[src/rtl/rob_completion_unit_pkg.sv]
// Shared constants and types for the reorder-buffer completion unit.
// Completion-port slice offsets index the packed ROB_entries_in bus.
package rob_completion_unit_pkg;

  localparam int ROB_ENTRY_W = 5;
  localparam int PR_ADDR_W   = 5;
  localparam int ARCH_W      = 4;
  localparam int ROB_DEPTH   = 1 << ROB_ENTRY_W;
  localparam int NUM_CPL     = 3;

  localparam int CPL_ARITH = 2;
  localparam int CPL_MEM   = 1;
  localparam int CPL_TERM  = 0;

  localparam logic [ROB_ENTRY_W:0] FULL_COUNT = (ROB_ENTRY_W+1)'(ROB_DEPTH);

  typedef logic [ROB_ENTRY_W-1:0] rob_idx_t;

  typedef struct packed {
    logic                   is_term;
    logic [2*ARCH_W-1:0]    arch_dests;
    logic [2*PR_ADDR_W-1:0] phys_dests;
  } rob_payload_t;

  function automatic rob_idx_t cpl_slice(input logic [NUM_CPL*ROB_ENTRY_W-1:0] vec,
                                         input int port);
    return vec[port*ROB_ENTRY_W +: ROB_ENTRY_W];
  endfunction

endpackage

[src/rtl/rob_completion_unit_entry_array.sv]
// Per-entry storage for the reorder buffer: valid/done flags plus payload,
// one allocate port, three completion ports, a retire port and a full flush.
module rob_entry_array
  import rob_completion_unit_pkg::*;
(
  input  logic                           clk,
  input  logic                           rst,
  input  logic                           alloc_en,
  input  rob_idx_t                       alloc_idx,
  input  rob_payload_t                   alloc_data,
  input  logic [NUM_CPL-1:0]             cpl_en,
  input  logic [NUM_CPL*ROB_ENTRY_W-1:0] cpl_idx,
  input  logic                           retire_en,
  input  rob_idx_t                       retire_idx,
  input  logic                           flush,
  input  rob_idx_t                       head_idx,
  output logic                           head_valid,
  output logic                           head_done,
  output rob_payload_t                   head_data,
  output logic [ROB_DEPTH-1:0]           valid_bits
);

  logic [ROB_DEPTH-1:0] valid_q;
  logic [ROB_DEPTH-1:0] done_q;
  rob_payload_t         payload_q [ROB_DEPTH];

  always_ff @(posedge clk) begin
    if (rst || flush) begin
      valid_q <= '0;
      done_q  <= '0;
    end else begin
      // completions only land on live entries; stale indices are dropped
      for (int p = 0; p < NUM_CPL; p++) begin
        if (cpl_en[p] && valid_q[cpl_slice(cpl_idx, p)])
          done_q[cpl_slice(cpl_idx, p)] <= 1'b1;
      end
      if (retire_en) begin
        valid_q[retire_idx] <= 1'b0;
        done_q[retire_idx]  <= 1'b0;
      end
      if (alloc_en) begin
        valid_q[alloc_idx] <= 1'b1;
        done_q[alloc_idx]  <= 1'b0;
      end
    end
  end

  always_ff @(posedge clk) begin
    if (alloc_en)
      payload_q[alloc_idx] <= alloc_data;
  end

  assign head_valid = valid_q[head_idx];
  assign head_done  = done_q[head_idx];
  assign head_data  = payload_q[head_idx];
  assign valid_bits = valid_q;

endmodule

[src/rtl/rob_completion_unit.sv]
// Reorder buffer terminating the completion interface: in-order commit, redirect+flush on terminators.
// Optional ROB_PERF_CNT_EN adds perf_commits / perf_full_stalls counters.
module rob_completion_unit
  import rob_completion_unit_pkg::*;
(
  input  logic                           clk,
  input  logic                           rst,
  input  logic                           alloc_valid,
  output logic                           alloc_ready,
  input  logic [2*ARCH_W-1:0]            alloc_arch_dests,
  input  logic [2*PR_ADDR_W-1:0]         alloc_phys_dests,
  input  logic                           alloc_is_term,
  output logic [ROB_ENTRY_W-1:0]         alloc_entry,
  input  logic [NUM_CPL*ROB_ENTRY_W-1:0] ROB_entries_in,
  input  logic                           complete_arith_valid,
  input  logic                           complete_mem_valid,
  input  logic                           complete_term_valid,
  output logic                           complete_term_ready,
  input  logic [15:0]                    term_address,
  output logic                           commit_valid,
  output logic [2*ARCH_W-1:0]            commit_arch_dests,
  output logic [2*PR_ADDR_W-1:0]         commit_phys_dests,
  output logic                           redirect_valid,
  output logic [15:0]                    redirect_addr,
  output logic                           rob_empty
`ifdef ROB_PERF_CNT_EN
  ,
  output logic [31:0]                    perf_commits,
  output logic [31:0]                    perf_full_stalls
`endif
);

  rob_idx_t             head_q;
  rob_idx_t             tail_q;
  logic [ROB_ENTRY_W:0] count_q;
  logic                 term_pending_q;
  logic [15:0]          term_addr_q;
  rob_idx_t             term_entry_q;

  logic                 head_valid;
  logic                 head_done;
  rob_payload_t         head_data;
  logic [ROB_DEPTH-1:0] valid_bits;

  logic                 commit_fire;
  logic                 term_commit;
  logic                 alloc_fire;
  logic                 term_accept;
  rob_idx_t             term_idx;
  rob_payload_t         alloc_data;
  logic [NUM_CPL-1:0]   cpl_en;

  assign commit_fire = head_valid && head_done;
  assign term_commit = commit_fire && head_data.is_term;
  // a committing terminator flushes the tail, so no allocation may race it
  assign alloc_ready = (count_q != FULL_COUNT) && !term_commit;
  assign alloc_fire  = alloc_valid && alloc_ready;

  assign complete_term_ready = !term_pending_q;
  assign term_accept         = complete_term_valid && complete_term_ready;
  assign term_idx            = cpl_slice(ROB_entries_in, CPL_TERM);

  assign alloc_entry = tail_q;
  assign rob_empty   = (count_q == '0);

  assign alloc_data = '{is_term:    alloc_is_term,
                        arch_dests: alloc_arch_dests,
                        phys_dests: alloc_phys_dests};

  always_comb begin
    cpl_en            = '0;
    cpl_en[CPL_ARITH] = complete_arith_valid;
    cpl_en[CPL_MEM]   = complete_mem_valid;
    cpl_en[CPL_TERM]  = term_accept;
  end

  rob_entry_array u_entries (
    .clk        (clk),
    .rst        (rst),
    .alloc_en   (alloc_fire),
    .alloc_idx  (tail_q),
    .alloc_data (alloc_data),
    .cpl_en     (cpl_en),
    .cpl_idx    (ROB_entries_in),
    .retire_en  (commit_fire && !term_commit),
    .retire_idx (head_q),
    .flush      (term_commit),
    .head_idx   (head_q),
    .head_valid (head_valid),
    .head_done  (head_done),
    .head_data  (head_data),
    .valid_bits (valid_bits)
  );

  always_ff @(posedge clk) begin
    if (rst) begin
      head_q            <= '0;
      tail_q            <= '0;
      count_q           <= '0;
      term_pending_q    <= 1'b0;
      term_addr_q       <= '0;
      term_entry_q      <= '0;
      commit_valid      <= 1'b0;
      commit_arch_dests <= '0;
      commit_phys_dests <= '0;
      redirect_valid    <= 1'b0;
      redirect_addr     <= '0;
    end else begin
      commit_valid   <= commit_fire;
      redirect_valid <= term_commit;
      if (commit_fire) begin
        commit_arch_dests <= head_data.arch_dests;
        commit_phys_dests <= head_data.phys_dests;
      end
      if (term_commit) begin
        redirect_addr  <= term_addr_q;
        head_q         <= head_q + 1'b1;
        tail_q         <= head_q + 1'b1;
        count_q        <= '0;
        term_pending_q <= 1'b0;
      end else begin
        if (commit_fire)
          head_q <= head_q + 1'b1;
        if (alloc_fire)
          tail_q <= tail_q + 1'b1;
        case ({alloc_fire, commit_fire})
          2'b10:   count_q <= count_q + 1'b1;
          2'b01:   count_q <= count_q - 1'b1;
          default: count_q <= count_q;
        endcase
        // a non-terminator completed on the term port releases the slot when it retires
        if (commit_fire && term_pending_q && (head_q == term_entry_q))
          term_pending_q <= 1'b0;
        else if (term_accept && valid_bits[term_idx]) begin
          term_pending_q <= 1'b1;
          term_addr_q    <= term_address;
          term_entry_q   <= term_idx;
        end
      end
    end
  end

`ifdef ROB_PERF_CNT_EN
  always_ff @(posedge clk) begin
    if (rst) begin
      perf_commits     <= '0;
      perf_full_stalls <= '0;
    end else begin
      if (commit_valid)
        perf_commits <= perf_commits + 32'd1;
      if (alloc_valid && !alloc_ready)
        perf_full_stalls <= perf_full_stalls + 32'd1;
    end
  end
`endif

endmodule
[config.mk]
export PLATFORM = sky130hd
export DESIGN_NAME = rob_completion_unit
export DESIGN_NICKNAME = d
export VERILOG_FILES = /design/src/rtl/rob_completion_unit_pkg.sv /design/src/rtl/rob_completion_unit_entry_array.sv /design/src/rtl/rob_completion_unit.sv
export SDC_FILE = /design/constraint.sdc
export NUM_CORES = 1
export LEC_CHECK = 0
export ABC_AREA = 1
export CAP_MARGIN = 10
export CORE_MARGIN = 8
export CORE_UTILIZATION = 55
export CTS_BUF_LIST = sky130_fd_sc_hd__clkbuf_4 sky130_fd_sc_hd__clkbuf_8
export DETAILED_ROUTE_END_ITERATION = 10
export DONT_BUFFER_PORTS = 1
export PLACE_DENSITY_LB_ADDON = 0.2
export SLEW_MARGIN = 20
export SYNTH_ARGS = -nofsm -noshare
export SYNTH_HDL_FRONTEND = slang
export SYNTH_HIERARCHICAL = 1
export SYNTH_SLANG_ARGS = --single-unit
[constraint.sdc]
create_clock -name clk -period 4.65 [get_ports clk]
set_input_delay 0.465 -clock clk [delete_from_list [all_inputs] [get_ports clk]]
set_output_delay 0.465 -clock clk [all_outputs]
set_load 0.005 [all_outputs]
### Yosys cells after proc, flatten, opt, wreduce, memory -nomap -nowiden

Memory sizes are Yosys's and may differ from the RTL's. A register that Yosys moved wholly into a read port is not among the register bits.
Cells that the tools add are included.
Widths: inputs -> output; s select.

| operators by class | value |
|---|---|
| reductions and logical operators | 26 |
| equal/unequal tests | 4 |
| add/subtract/negate cells | 4 |
| bitwise operators | 11 |
| muxes and demuxes | 41 |
| $lt $le $gt $ge | 10 |

Operator list:

| cell | number |
|---|---|
| $mux 32 | 12 |
| $or 32x32->32 | 4 |
| $and 32x32->32 | 3 |
| $not 32->32 | 2 |
| $lt 5x6->1 const B | 5 |
| $mux 5 | 6 |
| $bmux 1 s5 | 5 |
| $demux 1 s5 | 5 |
| $ge 5x1->1 const B | 5 |
| $logic_and 1x1->1 | 16 |
| $mux 1 | 12 |
| $pmux 6 s2 | 1 |
| $add 5x1->5 const B | 2 |
| $add 6x1->6 const B | 1 |
| $logic_not 6->1 | 1 |
| $ne 6x6->1 const B | 1 |
| $reduce_bool 2->1 | 3 |
| $sub 6x1->6 const B | 1 |
| $eq 5x5->1 | 1 |
| $reduce_and 3->1 | 1 |
| $reduce_or 3->1 | 1 |
| $eq 2x1->1 const B | 1 |
| $eq 2x2->1 const B | 1 |
| $logic_not 1->1 | 2 |
| 3 further kinds | 4 |

| storage, ports and cells | value |
|---|---|
| input bits | 56 |
| RAM bits | 608 |
| output and inout bits | 44 |
| bits in registers | 138 |
| logic and storage cells | 110 |
| memories | 1 |

Memory list:

| name | words | width | read ports | clocked after Yosys merged registers in | write ports | line | text |
|---|---|---|---|---|---|---|---|
| u_entries.payload_q | 32 | 19 | 1 | 1 | 1 | rob_completion_unit_entry_array.sv:25 | `rob_payload_t payload_q [ROB_DEPTH];` |

### Depth between registers and ports, before layout

Gate-level depths: netlist of the first run.

| depth | value |
|---|---|
| depth in word-level cells | 18 |
| gate-level depth with buffers | 27 |
| mapped depth without buffers | 23 |

### Modules after synthesis

Netlist of the first run, hierarchy kept.

By module, submodules not included:

| module | area an instance (um^2) | sequential area each (um^2) | cells each | instances |
|---|---|---|---|---|
| rob_entry_array | 29238.0 | 19538.7 | 2731 | 1 |
| rob_completion_unit | 3523.4 | 1481.4 | 491 | 1 |

### Worst setup path after synthesis of the first run

Ideal clock, no wire load.

| path | value |
|---|---|
| path kind | flip-flop to flip-flop |
| from | reg head_q[2] |
| to | mem u_entries/payload_q[0][0] in the netlist's numbering, enable pin |
| period minus slack after synthesis | 3.835 ns |
| required time | 4.253 ns |
| path slack | 0.815 ns |
| stages on the path, launching flop included | 18 |
| buffers on the path | 3 |
| library setup time | 0.397 ns |
| arrival | 3.438 ns |
| path through | dfxtp_1 > buf_2 > clkinv_1 > clkbuf_1 > buf_1 > o21ai_0 > nand2_1 > nor2_1 > a21oi_1 > nand2_2 > inv_1 > nand2_1 > nand3_1 > inv_1 > inv_1 > nor3_1 > inv_1 > nor2_1 |

| on the way | value |
|---|---|
| word-level cells in the longest chain between the ends | 9 |
| elaborated cells on any way between the ends | 11 |
| classes of those cells | mux: 6; reduce/logical: 5 |

Ends and longest elaborated chain:

| what | line | text |
|---|---|---|
| from (decl) | rob_completion_unit.sv:33 | `rob_idx_t head_q;` |
| from (signal assigned) | rob_completion_unit.sv:117 | `head_q <= head_q + 1'b1;` |
| from (signal assigned) | rob_completion_unit.sv:123 | `head_q <= head_q + 1'b1;` |
| $bmux 1 s5 | rob_completion_unit_entry_array.sv:53 | `assign head_valid = valid_q[head_idx];` |
| $mux 1 (not written as such) | rob_completion_unit_entry_array.sv:53 |  |
| named net head_valid | rob_completion_unit.sv:40 | `logic head_valid;` |
| $logic_and 1x1->1 | rob_completion_unit.sv:53 | `assign commit_fire = head_valid && head_done;` |
| $logic_and 1x1->1 | rob_completion_unit.sv:54 | `assign term_commit = commit_fire && head_data.is_term;` |
| $logic_not 1->1 | rob_completion_unit.sv:56 | `assign alloc_ready = (count_q != FULL_COUNT) && !term_commit;` |
| $logic_and 1x1->1 | rob_completion_unit.sv:56 |  |
| $logic_and 1x1->1 | rob_completion_unit.sv:57 | `assign alloc_fire = alloc_valid && alloc_ready;` |
| named net alloc_fire | rob_completion_unit.sv:47 | `logic alloc_fire;` |
| $mux 1 | rob_completion_unit_entry_array.sv:49 | `if (alloc_en)` |
| $mux 1 (not written as such) | rob_completion_unit_entry_array.sv:50 | `payload_q[alloc_idx] <= alloc_data;` |
| to (decl) | rob_completion_unit_entry_array.sv:25 |  |

The timed path passes the listed nets, and every way through them passes these cells. The select of a mux whose other input is x is not followed.

### Worst setup path in the final report of the first run

| path | value |
|---|---|
| from | reg head_q[0] |
| to | mem u_entries/payload_q[24][3] in the netlist's numbering, enable pin |

| on the way | value |
|---|---|
| word-level cells in the longest chain between the ends | 9 |
| elaborated cells on any way between the ends | 11 |
| classes of those cells | mux: 6; reduce/logical: 5 |

Ends and longest elaborated chain:

| what | line | text |
|---|---|---|
| $bmux 1 s5 | rob_completion_unit_entry_array.sv:54 | `assign head_done = done_q[head_idx];` |
| $mux 1 (not written as such) | rob_completion_unit_entry_array.sv:54 |  |
| named net head_done | rob_completion_unit.sv:41 | `logic head_done;` |
| $logic_and 1x1->1 | rob_completion_unit.sv:53 |  |
| $logic_and 1x1->1 | rob_completion_unit.sv:54 |  |
| $logic_not 1->1 | rob_completion_unit.sv:56 |  |
| $logic_and 1x1->1 | rob_completion_unit.sv:56 |  |
| $logic_and 1x1->1 | rob_completion_unit.sv:57 |  |
| named net alloc_fire | rob_completion_unit.sv:47 |  |
| $mux 1 | rob_completion_unit_entry_array.sv:49 |  |
| $mux 1 (not written as such) | rob_completion_unit_entry_array.sv:50 |  |

The timed path passes the listed nets, and every way through them passes these cells. The select of a mux whose other input is x is not followed.

==> impl_metrics.json, run 1 <==
{
  "status": "completed",
  "grt_pass1_wl_um": 152000,
  "clkSinkCount": 746,
  "die_h_um": 260,
  "max_freq_ghz": 0.238,
  "ys_top_cells_by_count": "edfxtp_1 (608), nor2_1 (583), o21ai_0 (460), nand2_1 (365), inv_1 (206)",
  "grt_pass1_vias": 24470,
  "placed_cell_area_mm2": 0.0335,
  "fillers": 4747,
  "crit_path_end_kind": "flop",
  "synth-edff-count": 608,
  "path_class": "flop to flop",
  "fin_skew_ns": 0.0430,
  "cp_slowest_cell": "nor2_2",
  "nNetsFinal": 3322,
  "drc": 0,
  "cts_buffers": 115,
  "io_buffers": 0,
  "cts_max_path_buffers": 3,
  "worst_slew_pin_slew_ns": 1.22,
  "hold_viol": 0,
  "slew_headroom_pct": 18.4,
  "min_period_over_period_pct": 90.5,
  "ys_warn_count": 6,
  "fin_area_mm2": 0.0366,
  "die_width_um": 260,
  "grt_max_degree": 105,
  "vdd_drop_max_mv": 0.357,
  "p_per_area_mw_per_mm2": 372,
  "ys_types": 41,
  "fin_crit_ns": 4.21,
  "multi_input_area_mm2": 0.0101,
  "antenna_left": 0,
  "setup_viol": 0,
  "drv_cap": 0,
  "yosysMostFrequentCell": "edfxtp_1",
  "cts-htree-levels": 3,
  "syn-cell-area_mm2": 0.0328,
  "path_buf_inv": 7,
  "wl_per_cell_um": 24.6,
  "dr_total_vias": 25997,
  "row_count": 89,
  "grt_setup_unrepaired": "false",
  "cp_top_family": "buffers and inverters",
  "critPathMaxStageDelay_ns": 0.73,
  "cts_resized": 0,
  "cp.required_ns": 5.06,
  "core_mm2": 0.0589,
  "drv_slew": 0,
  "boundaryPins": 100,
  "synthCells": 3222,
  "worstSkewPairLatency_ns": 0.73,
  "setup-tns-final_ns": 0,
  "viasPerCell": 6.29,
  "ys.flop_type": "edfxtp_1",
  "gp_congestion": 0.952,
  "hp-class": "primary input to flop",
  "track_usage_pct": 29.3,
  "cts_tree": "done",
  "root_buffer": "clkbuf_8",
  "dr.pass1.iters": 7,
  "ys_seq_area_share_pct": 64.2,
  "drive_gt1_share_pct": 10.3,
  "clk_pin_slew_ns": 0.06,
  "avgSynthCellArea_um2": 10.2,
  "yosys.area.top_type": "edfxtp_1",
  "synthTopCellsByArea": "edfxtp_1 (56%), dfxtp_1 (8.4%), o21ai_0 (7.0%), nor2_1 (6.7%), nand2_1 (4.2%)",
  "gr-total-overflow": 0,
  "seq_area_mm2": 0.0210,
  "fp.dieArea_mm2": 0.0676,
  "worstSetupStartpointType": "flop",
  "post-dp-hpwl_um": 62900,
  "async_flop_share_pct": 0,
  "start_util_pct": 55.6,
  "crit_chain": "inv_8 > o21ai_0 > a21oi_1 > o21ai_0 > a31oi_1 > a21oi_1 > nand2_2 > inv_1 > nand2_1 > nand3_1 > buf_4 > inv_1 > inv_1 > nor3_1 > inv_1 > nor2_2 > buf_4",
  "crit_arrival_ns": 4.62,
  "crit_top_cell": "inv_1",
  "critPathMaxFanout": 104,
  "drtIter0Drc": 3842,
  "ys_ff_latch": 746,
  "antenna_found_initial": 5,
  "syn_to_final_growth_pct": 11.7,
  "static-leakage-power_nw": 13.0,
  "syn-num-nets": 3283,
  "drt-total-wl_um": 102000,
  "synth_top_area_share_pct": 55.7
}
[sequential cells by signal, indices dropped and copies added, names as in the netlist]
| name | count |
|---|---|
| commit_phys_dests | 10 |
| redirect_addr | 16 |
| term_entry_q | 5 |
| head_q | 5 |
| count_q | 6 |
| term_addr_q | 16 |
| term_pending_q | 1 |
| commit_arch_dests | 8 |
| u_entries/valid_bits | 32 |
| u_entries/payload_q | 608 |
| redirect_valid | 1 |
| alloc_entry | 5 |
| commit_valid | 1 |
| u_entries/done_q | 32 |
[worst reg2reg max path, cell delays in order, from the launching register on]
cell and delay, ns:
dfxtp_4 0.45, inv_8 0.43, o21ai_0 0.20, a21oi_1 0.14, o21ai_0 0.09, a31oi_1 0.26, a21oi_1 0.18, nand2_2 0.10
inv_1 0.07, nand2_1 0.09, nand3_1 0.11, buf_4 0.17, inv_1 0.09, inv_1 0.09, nor3_1 0.16, inv_1 0.21
nor2_2 0.73, buf_4 0.37
[stage by stage]
| stage | instances | worst slack (ns) | total power [mW] | hold WS (ns) | util (%) |
|---|---|---|---|---|---|
| floorplan | 3222 | 0.815 | 7.82 | 0.455 | - |
| global placement | 3860 | 0.584 | 7.97 | 0.462 | 56.9 |
| detailed placement | 3860 | 0.546 | 7.97 | 0.470 | 56.9 |
| CTS | 4129 | 0.548 | 13.7 | 0.00203 | 62.1 |
| global route | 4130 | 0.163 | 14.0 | 0.0339 | 62.1 |
| finish | 4130 | 0.442 | 13.6 | 0.0642 | 62.1 |
[area by class of cell]
class / count / share of cell area, %
multi-input combinational: 2049 / 27.5
clock inverter: 59 / 1.20
inverter: 221 / 2.31
antenna: 1 / 0.00684
clock buffer: 153 / 5.26
sequential: 746 / 57.5
tap: 773 / 2.64
timing repair buffer: 128 / 3.58
[path summary, 6_finish.rpt]
| kind | start | endpoint | slack [ns] | depth (start not counted) |
|---|---|---|---|---|
| worst min register to register | term_addr_q[12] | redirect_addr[12] | 0.49 | 1 |
| worst min-delay path | complete_arith_valid | u_entries/done_q[21] | 0.06 | 4 |
| worst max register to register | head_q[0] | u_entries/payload_q[24][3] | 0.44 | 17 |
| worst max-delay path | head_q[0] | u_entries/payload_q[24][3] | 0.44 | 17 |
[cells in the final DEF, fill, tap and decap left out, types with 54 or more instances in the layout]
master      n
o22ai_1    54
clkbuf_8  124
edfxtp_1  608
nor2_1    550
buf_4      66
nand2_1   365
o221ai_1  102
a21oi_1    88
dfxtp_1   134
nand3_1   139
nand4_1    85
nor3_1     57
o21ai_0   460
inv_1     203
[kinds of logic (layout without fill, tap and decap cells)]
family | after synthesis | count (layout) | synth area share [%]
AO/OA/AOI/OAI | 772 | 772 | 13.6
XOR/XNOR | 18 | 18 | 0.481
adder cells (fa/ha/maj) | 5 | 5 | 0.191
buffers and inverters | 427 | 561 | 5.41
flip-flops | 746 | 746 | 64.2
other | 0 | 1 | 0
AND/OR/NAND/NOR | 1254 | 1254 | 16.1
[metal layers]
metal / GRT usage (%) / wire length, um
met1: 40.7 / 41000
met2: 45.6 / 46400
met3: 6.08 / 10700
met4: 10.2 / 3390
met5: 0 / 53
[repair_timing]
action,4_1_cts,5_1_grt
endpoints found under the setup margin,0,0
hold buffers,57,0
buffers inserted,0,0
endpoints found under the hold margin,637,0
[power breakdown]
group	switching [mW]	internal (mW)
registers	0.0532	7.30
clock network	2.58	3.03
logic	0.462	0.188
Note: power is estimated with default switching activity, not from simulation.
==> run 2, diff against run 1 <==
==> constraint.sdc (replaced) <==
create_clock -name clk -period 4.65 [get_ports clk]
set_input_delay 0.93 -clock clk [delete_from_list [all_inputs] [get_ports clk]]
set_output_delay 0.93 -clock clk [all_outputs]
set_load 0.005 [all_outputs]
==> impl_metrics.json, run 2 (synthesis gave the netlist of run 1 again) <==
{
  "status": "completed",
  "drv_cap": 0,
  "drive_gt1_share_pct": 10.1,
  "die_h_um": 260,
  "wl_per_cell_um": 24.6,
  "crit_arrival_ns": 3.49,
  "layout_commonest_cell": "edfxtp_1",
  "dr_total_vias": 25405,
  "fin_area_mm2": 0.0359,
  "viasPerCell": 6.24,
  "post-dp-hpwl_um": 63500,
  "antenna_found_initial": 1,
  "hold_viol": 0,
  "clkSinkCount": 746,
  "die_width_um": 260,
  "boundaryPins": 100,
  "gp_congestion": 0.941,
  "hold_slack_ns": 0.269,
  "static-leakage-power_nw": 12.7,
  "nNetsFinal": 3264,
  "start_util_pct": 55.6,
  "fin_crit_ns": 4.42,
  "cts_setup_buffers": 0,
  "root_buffer": "clkbuf_8",
  "gr-usage-met3_pct": 5.89,
  "seq_area_mm2": 0.0210,
  "cts_resized": 0,
  "hold_buffers": 0,
  "dr.pass1.iters": 6,
  "dp.cells": 3859,
  "cts_max_path_buffers": 3,
  "top_usage_layer": "met2",
  "grt_max_degree": 99,
  "clk_pin_slew_ns": 0.07,
  "worst_slew_pin_slew_ns": 1.25,
  "final_cells": 4073,
  "max_freq_ghz": 0.226,
  "track_usage_pct": 28.8,
  "fillers": 4861,
  "critPathMaxStageDelay_ns": 0.46,
  "hp-class": "primary input to flop",
  "min_period_over_period_pct": 95.1,
  "regMostFlops": "u_entries/payload_q",
  "fin_skew_ns": 0.0404,
  "cp_top_family": "compound AO/OA/AOI/OAI gates",
  "path_class": "flop to output port",
  "cts_tree": "done",
  "vdd_drop_max_mv": 0.306,
  "syn_to_final_growth_pct": 9.49,
  "cts-htree-levels": 3,
  "core_mm2": 0.0589,
  "cts_buffers": 115,
  "mostFrequentLayoutCells": "edfxtp_1 (608), nor2_1 (550), o21ai_0 (460)",
  "cp.required_ns": 3.72,
  "grt_pass1_wl_um": 148000,
  "drt-total-wl_um": 100000,
  "setup_viol": 0,
  "worstSkewPairLatency_ns": 0.76,
  "total_power_mw": 13.4,
  "critPathMaxFanout": 78,
  "crit_path_end_kind": "output port",
  "crit_chain": "buf_12 > o21ai_0 > o22ai_1 > nor2_1 > o21ai_0 > nor2_1 > a21oi_1 > nand2_1 > buf_4 > inv_1 > a31oi_1",
  "grtUsageMet1_pct": 39.6,
  "drc": 0,
  "io_buffers": 0,
  "antenna_left": 0,
  "worstSetupStartpointType": "flop",
  "fp.dieArea_mm2": 0.0676,
  "grt_pass1_vias": 23821,
  "cp_slowest_cell": "dfxtp_4",
  "largest_reg_flops": 608,
  "row_count": 89,
  "met2_usage_pct": 45.2,
  "setup-tns-final_ns": 0,
  "placed_cell_area_mm2": 0.0335,
  "drtIter0Drc": 3447,
  "gr-total-overflow": 0,
  "slew_headroom_pct": 15.9,
  "drv_slew": 0,
  "path_buf_inv": 3,
  "p_per_area_mw_per_mm2": 375,
  "multi_input_area_mm2": 0.0101,
  "grt_setup_unrepaired": "false"
}
==> run 2: cell count changes in the layout (fill, tap and decap cells not counted), sizes merged <==
cell,previous run,this run
dlygate4sd3,38,0
buf,90,70
clkbuf,153,169
clkinv,51,40
bufinv,6,3
clkinvlp,2,1
==> run 2: worst paths after layout <==
kind	startpoint	end	slack, ns	cells after the start
hold reg to reg	term_addr_q[13]	redirect_addr[13]	0.47	1
setup / recovery	head_q[1]	alloc_ready	0.23	11
hold / removal	alloc_phys_dests[2]	u_entries/payload_q[9][2]	0.27	0
setup reg to reg	head_q[0]	u_entries/payload_q[30][0]	0.47	18
==> run 2: final cells by class <==
cell class | instances | area share [%]
antenna | 1 | 0.00698
clock buffer | 169 | 5.66
clock inverter | 44 | 0.963
inverter | 221 | 2.36
multi-input combinational | 2049 | 28.1
sequential | 746 | 58.6
tap | 773 | 2.70
timing repair buffer | 70 | 1.60
==> run 2: metrics by stage <==
step / setup slack, ns / util [%]
after CTS: 0.304 / 60.9
after global placement: 0.507 / 56.8
final: 0.229 / 60.9
after global routing: 0.0576 / 60.9
after floorplan: 0.815 / -
after detailed placement: 0.541 / 56.8
==> run 2: power breakdown <==
part	leakage (nW)	switching (mW)	internal, mW
Sequential	6.60	0.0507	7.30
Clock	1.26	2.61	2.99
Combinational	4.80	0.359	0.138
==> run 2: metal layers <==
layer / vias to the layer above / part of all wire, %
li1: 11425 / -
met1: 12231 / 40
met2: 1524 / 46
met3: 225 / 11
met4: 0 / 3.3
met5: - / 0
